===== config.mk =====
export PLATFORM = sky130hd
export DESIGN_NAME = four_two_encoder_flat
export DESIGN_NICKNAME = d
export VERILOG_FILES = /design/src/rtl/four_two_pkg.sv /design/src/rtl/four_two_encoder_if.sv /design/src/rtl/four_two_prio.sv /design/src/rtl/four_two_encoder.sv /design/src/flat_wrapper.sv
export SDC_FILE = /design/constraint.sdc
export NUM_CORES = 1
export LEC_CHECK = 0
export CAP_MARGIN = 25
export CORE_AREA = 5 5 42 44
export DETAILED_ROUTE_END_ITERATION = 7
export DIE_AREA = 0 0 47 49
export GPL_TIMING_DRIVEN = 0
export PLACE_DENSITY = 0.35
export SKIP_CTS_REPAIR_TIMING = 1
export SLEW_MARGIN = 20
export SYNTH_ARGS = -nofsm -noshare
export SYNTH_HDL_FRONTEND = slang
export SYNTH_SLANG_ARGS = --single-unit

===== constraint.sdc =====
create_clock -name clk -period 0.8 [get_ports clk]
set_input_delay 0.08 -clock clk [delete_from_list [all_inputs] [get_ports clk]]
set_output_delay 0.08 -clock clk [all_outputs]
set_load 0.05 [all_outputs]

===== src/rtl/four_two_pkg.sv =====
// Shared codes and the encoder output record for the 4-to-2 priority encoder.
// Each request line maps to one fixed 2-bit code.
package four_two_pkg;

    localparam logic [1:0] CODE_P = 2'b00;
    localparam logic [1:0] CODE_Q = 2'b01;
    localparam logic [1:0] CODE_R = 2'b10;
    localparam logic [1:0] CODE_S = 2'b11;

    typedef struct packed {
        logic [1:0] idx;
        logic       valid;
        logic       multi;
    } enc_out_t;

    localparam enc_out_t ENC_IDLE = '{idx: CODE_P, valid: 1'b0, multi: 1'b0};

    // Clearing the lowest set bit leaves something only when two or more bits were set.
    function automatic logic is_multi(input logic [3:0] req);
        return (req & (req - 4'd1)) != 4'd0;
    endfunction

endpackage


===== src/rtl/four_two_encoder_if.sv =====
// Request/result bundle between a requester and the 4-to-2 encoder.
// The master drives the four request lines; the slave returns index and flags.
interface four_two_encoder_if;

    logic p;
    logic q;
    logic r;
    logic s;
    logic a;
    logic b;
    logic valid;
    logic multi;

    modport master (
        output p, q, r, s,
        input  a, b, valid, multi
    );

    modport slave (
        input  p, q, r, s,
        output a, b, valid, multi
    );

endinterface


===== src/rtl/four_two_prio.sv =====
// Pure combinational 4-line priority encoder with selectable priority direction.
// Exactly one win bit is set whenever any request is active.
module four_two_prio
    import four_two_pkg::*;
#(
    parameter int PRIO_HIGH = 1
) (
    input  logic       p,
    input  logic       q,
    input  logic       r,
    input  logic       s,
    output logic [1:0] idx,
    output logic       valid,
    output logic       multi
);

    logic [3:0] req;
    logic [3:0] win;

    assign req = {s, r, q, p};

    // A line wins when it is active and no line that outranks it is active.
    generate
        for (genvar gi = 0; gi < 4; gi++) begin : g_line
            localparam logic [3:0] OUTRANK_MASK = (PRIO_HIGH != 0)
                ? (4'b1111 << (gi + 1))
                : ((4'b0001 << gi) - 4'd1);
            assign win[gi] = req[gi] & ~(|(req & OUTRANK_MASK));
        end
    endgenerate

    always_comb begin
        idx = CODE_P;
        case (win)
            4'b0001: idx = CODE_P;
            4'b0010: idx = CODE_Q;
            4'b0100: idx = CODE_R;
            4'b1000: idx = CODE_S;
            default: idx = CODE_P;
        endcase
    end

    assign valid = |req;
    assign multi = is_multi(req);

endmodule


===== src/rtl/four_two_encoder.sv =====
// Registered (or bypassed) 4-to-2 priority encoder with no-input and multi-hot flags.
// Reset clears the outputs immediately in both output modes.
module four_two_encoder
    import four_two_pkg::*;
#(
    parameter int REG_OUT   = 1,
    parameter int PRIO_HIGH = 1
) (
    input  logic               clk,
    input  logic               rst,
    four_two_encoder_if.slave  bus
);

    enc_out_t   enc_next;
    enc_out_t   enc_out;
    logic [1:0] prio_idx;
    logic       prio_valid;
    logic       prio_multi;

    four_two_prio #(
        .PRIO_HIGH (PRIO_HIGH)
    ) u_prio (
        .p     (bus.p),
        .q     (bus.q),
        .r     (bus.r),
        .s     (bus.s),
        .idx   (prio_idx),
        .valid (prio_valid),
        .multi (prio_multi)
    );

    assign enc_next = '{idx: prio_idx, valid: prio_valid, multi: prio_multi};

    generate
        if (REG_OUT != 0) begin : g_reg
            enc_out_t enc_reg;

            always_ff @(posedge clk or posedge rst) begin
                if (rst) begin
                    enc_reg <= ENC_IDLE;
                end else begin
                    enc_reg <= enc_next;
                end
            end

            assign enc_out = enc_reg;
        end else begin : g_bypass
            // Combinational path still honours reset so downstream muxes see idle.
            assign enc_out = rst ? ENC_IDLE : enc_next;
        end
    endgenerate

    assign bus.a     = enc_out.idx[1];
    assign bus.b     = enc_out.idx[0];
    assign bus.valid = enc_out.valid;
    assign bus.multi = enc_out.multi;

endmodule


===== src/flat_wrapper.sv =====
// flat-port wrapper written by rule: the top's interface ports become plain ports
module four_two_encoder_flat import four_two_pkg::*;
#(
    parameter int REG_OUT   = 1,
    parameter int PRIO_HIGH = 1
)
  (clk, rst, bus_p, bus_q, bus_r, bus_s, bus_a, bus_b, bus_valid, bus_multi);
  four_two_encoder_if bus_i ();
  input  logic clk;
  input  logic rst;
  input wire logic [$bits(bus_i.p)-1:0] bus_p;
  input wire logic [$bits(bus_i.q)-1:0] bus_q;
  input wire logic [$bits(bus_i.r)-1:0] bus_r;
  input wire logic [$bits(bus_i.s)-1:0] bus_s;
  output wire logic [$bits(bus_i.a)-1:0] bus_a;
  output wire logic [$bits(bus_i.b)-1:0] bus_b;
  output wire logic [$bits(bus_i.valid)-1:0] bus_valid;
  output wire logic [$bits(bus_i.multi)-1:0] bus_multi;
  assign bus_i.p = bus_p;
  assign bus_i.q = bus_q;
  assign bus_i.r = bus_r;
  assign bus_i.s = bus_s;
  assign bus_a = bus_i.a;
  assign bus_b = bus_i.b;
  assign bus_valid = bus_i.valid;
  assign bus_multi = bus_i.multi;
  four_two_encoder #(.REG_OUT(REG_OUT), .PRIO_HIGH(PRIO_HIGH)) u_core (.clk(clk), .rst(rst), .bus(bus_i));
endmodule

==> results.sh <==
export IMPL_grt_max_degree=5
export IMPL_yosys_area_share_simple_pct=11.1
export IMPL_relSlewSlack_pct=87.6
export IMPL_cts_tree="yes"
export IMPL_grt_pass1_vias=155
export IMPL_ys_seq_elements=4
export IMPL_synth_top_area_share_pct=68.4
export IMPL_cts_buffer_depth=2
export IMPL_synthTopCellsByArea="dfrtp_1, a211oi_1, a21o_1"
export IMPL_grt_total_usage_pct=4.17
export IMPL_finalHoldViolCount=0
export IMPL_pwr_share_seq_pct=38.5
export IMPL_synth_area_um2=146
export IMPL_max_freq_ghz=1.21
export IMPL_power_switching_mw=0.142
export IMPL_place_hpwl_um=244
export IMPL_synth_mux_area_share_pct=0
export IMPL_drt_pass1_iterations=1
export IMPL_min_path_type="primary input to async pin"
export IMPL_num_antenna_cells=0
export IMPL_synth_nets=18
export IMPL_final_area_um2=294
export IMPL_clockRootBuffer="clkbuf_4"
export IMPL_viasPerCell=3.15
export IMPL_critPathMaxStageDelay_ns=0.36
export IMPL_cp_slowest_cell="dfrtp_1"
export IMPL_internal_power_mw=0.430
export IMPL_start_util_pct=10.4
export IMPL_cts_clk_slew_worst_paths_ns=0.03
export IMPL_yosysTopAreaCell="dfrtp_1"
export IMPL_nNetsFinal=32
export IMPL_pwr_share_clk_pct=42.2
export IMPL_num_fill_cells=158
export IMPL_vias=126
export IMPL_totalWireLength_um=319
export IMPL_layout_min_cycle_time_ns=0.827
export IMPL_crit_arrival_ns=0.75
export IMPL_failed_checks="setup timing"
export IMPL_final_antenna_net_count=0
export IMPL_worst_setup_path_start_kind="flop"
export IMPL_placed_cell_area_um2=256
export IMPL_cp_top_family="flip-flops"
export IMPL_fin_ws_ns=-0.0267
export IMPL_synthXorXnorAreaFrac_pct=0
export IMPL_synth_cell_type_count=7
export IMPL_synth_seq_area_share_pct=68.4
export IMPL_min_period_over_period_pct=103
export IMPL_synth_compound_area_share_pct=15.4
export IMPL_io_buffers=9
export IMPL_drc_errors=0
export IMPL_leakagePower_nw=0.158
export IMPL_die_w_um=47
export IMPL_switching_share_pct=24.8
export IMPL_crit_type="flop to output pin"
export IMPL_avgRoutedWirePerCell_um=7.98
export IMPL_coreArea_um2=1400
export IMPL_htreeDepth=1
export IMPL_placed_cells=37
export IMPL_rsz0062_at_grt="true"
export IMPL_ir_drop_v=0.000363
export IMPL_overflow=0
export IMPL_tns_ns=-0.0976
export IMPL_gp_congestion=0.724
export IMPL_slew_violations=0
export IMPL_syn_to_final_growth_pct=101
export IMPL_worstSetupEndpointType="output pin"
export IMPL_drv_cap=0
export IMPL_status="finished, violations left"
export IMPL_postSynthAreaPerCell_um2=12.2
export IMPL_numCtsBuffers=3
export IMPL_power_per_cell_area_nw_per_um2=1940
export IMPL_dieArea_um2=2300
export IMPL_finalNonFillerCells=40
export IMPL_die_height_um=49
export IMPL_finalSetupViolations=4
export IMPL_ys_warn_count=0
export IMPL_drive_gt1_share_pct=29.2
export IMPL_synthAdderAreaFrac_pct=0
export IMPL_syn_inst=12
export IMPL_worst_pin_slew_ns=0.186
export IMPL_synth_top_family_by_area="compound AO/OA/AOI/OAI gates"
export IMPL_grt_antenna_before_repair=0
export IMPL_drt_iter0_markers=0
export IMPL_fp_row_count=14
export IMPL_boundaryPins=10
export IMPL_path_cells="buf_6"
export IMPL_cts_sinks=4
export IMPL_worstPathRequired_ns=0.72
export IMPL_grt_pass1_wl_um=558
export IMPL_critPathBufInv=1
export IMPL_worstPathMaxFanout=1
export IMPL_pwr_share_comb_pct=19.3
## cell families after synthesis
kind of cell | Yosys count
flip-flops | 4
AND/OR/NAND/NOR | 3
AO/OA/AOI/OAI | 3
buffers and inverters | 2
## cell usage in the layout, fill, tap and decap left out
cell,synthesis,final
a211oi_1,2,2
or2_1,1,1
dlymetal6s2s_1,0,4
dfrtp_1,4,4
clkbuf_4,0,3
buf_6,0,4
inv_1,2,2
a21o_1,1,1
nor2_1,1,1
or3_1,1,1
clkdlybuf4s50_1,0,1
## worst max path at each step
| stage | cells after the start | slack, ns | to | startpoint |
|---|---|---|---|---|
| finish | 1 | -0.03 | bus_a | u_core.bus.a$_DFF_PP0_ |
| global route | 1 | -0.05 | bus_valid | u_core.bus.valid$_DFF_PP0_ |
| CTS | 1 | -0.63 | bus_a | u_core.bus.a$_DFF_PP0_ |
| detailed placement | 3 | -0.44 | u_core.bus.valid$_DFF_PP0_ | bus_s |
| global placement | 3 | -0.42 | u_core.bus.valid$_DFF_PP0_ | bus_s |
| floorplan | 2 | 0.09 | u_core.bus.valid$_DFF_PP0_ | bus_s |
## metrics by stage
stage | setup slack [ns] | hold slack (ns) | utilization, % | power, mW
CTS | -0.634 | 0.0295 | 19.9 | 0.587
global route | -0.0538 | 0.0574 | 21.0 | 0.609
global placement | -0.421 | 0.274 | 18.3 | 0.331
finish | -0.0267 | 0.0320 | 21.0 | 0.571
floorplan | 0.0860 | -0.154 | - | 0.275
detailed placement | -0.440 | 0.273 | 18.3 | 0.331
## layout make-up
cell class                 count  area (um2)  area share, %
timing repair buffer           9         105           35.7
sequential                     4         100           34.0
multi-input combinational      6        38.8           13.2
clock buffer                   3        22.5           7.66
tap                           16        20.0           6.81
inverter                       2        7.51           2.55
## flip-flops by register name (all words and copies together), names as in the netlist
register,cells
u_core.bus.valid,1
u_core.bus.multi,1
u_core.bus.b,1
u_core.bus.a,1
## Yosys cell counts
master / n
dfrtp_1: 4
a211oi_1: 2
inv_1: 2
a21o_1: 1
nor2_1: 1
or2_1: 1
or3_1: 1
## power by group through the flow
stage          Sequential, mW  Combinational, mW  Clock, mW
4_1_cts                 0.218              0.111      0.258
3_5_place_dp            0.220              0.111          0
3_3_place_gp            0.220              0.111          0
2_1_floorplan           0.261             0.0142          0
6_report                0.220              0.110      0.241
5_1_grt                 0.221              0.120      0.268
## routing by layer
metal	vias to the layer above	routed length (um)	track usage, %
met5	-	0	0
met4	0	17	6.91
met3	2	86	3.69
met2	12	96	4.07
met1	48	119	3.56
li1	64	-	-
No activity file was read; power rests on OpenSTA's default activity.
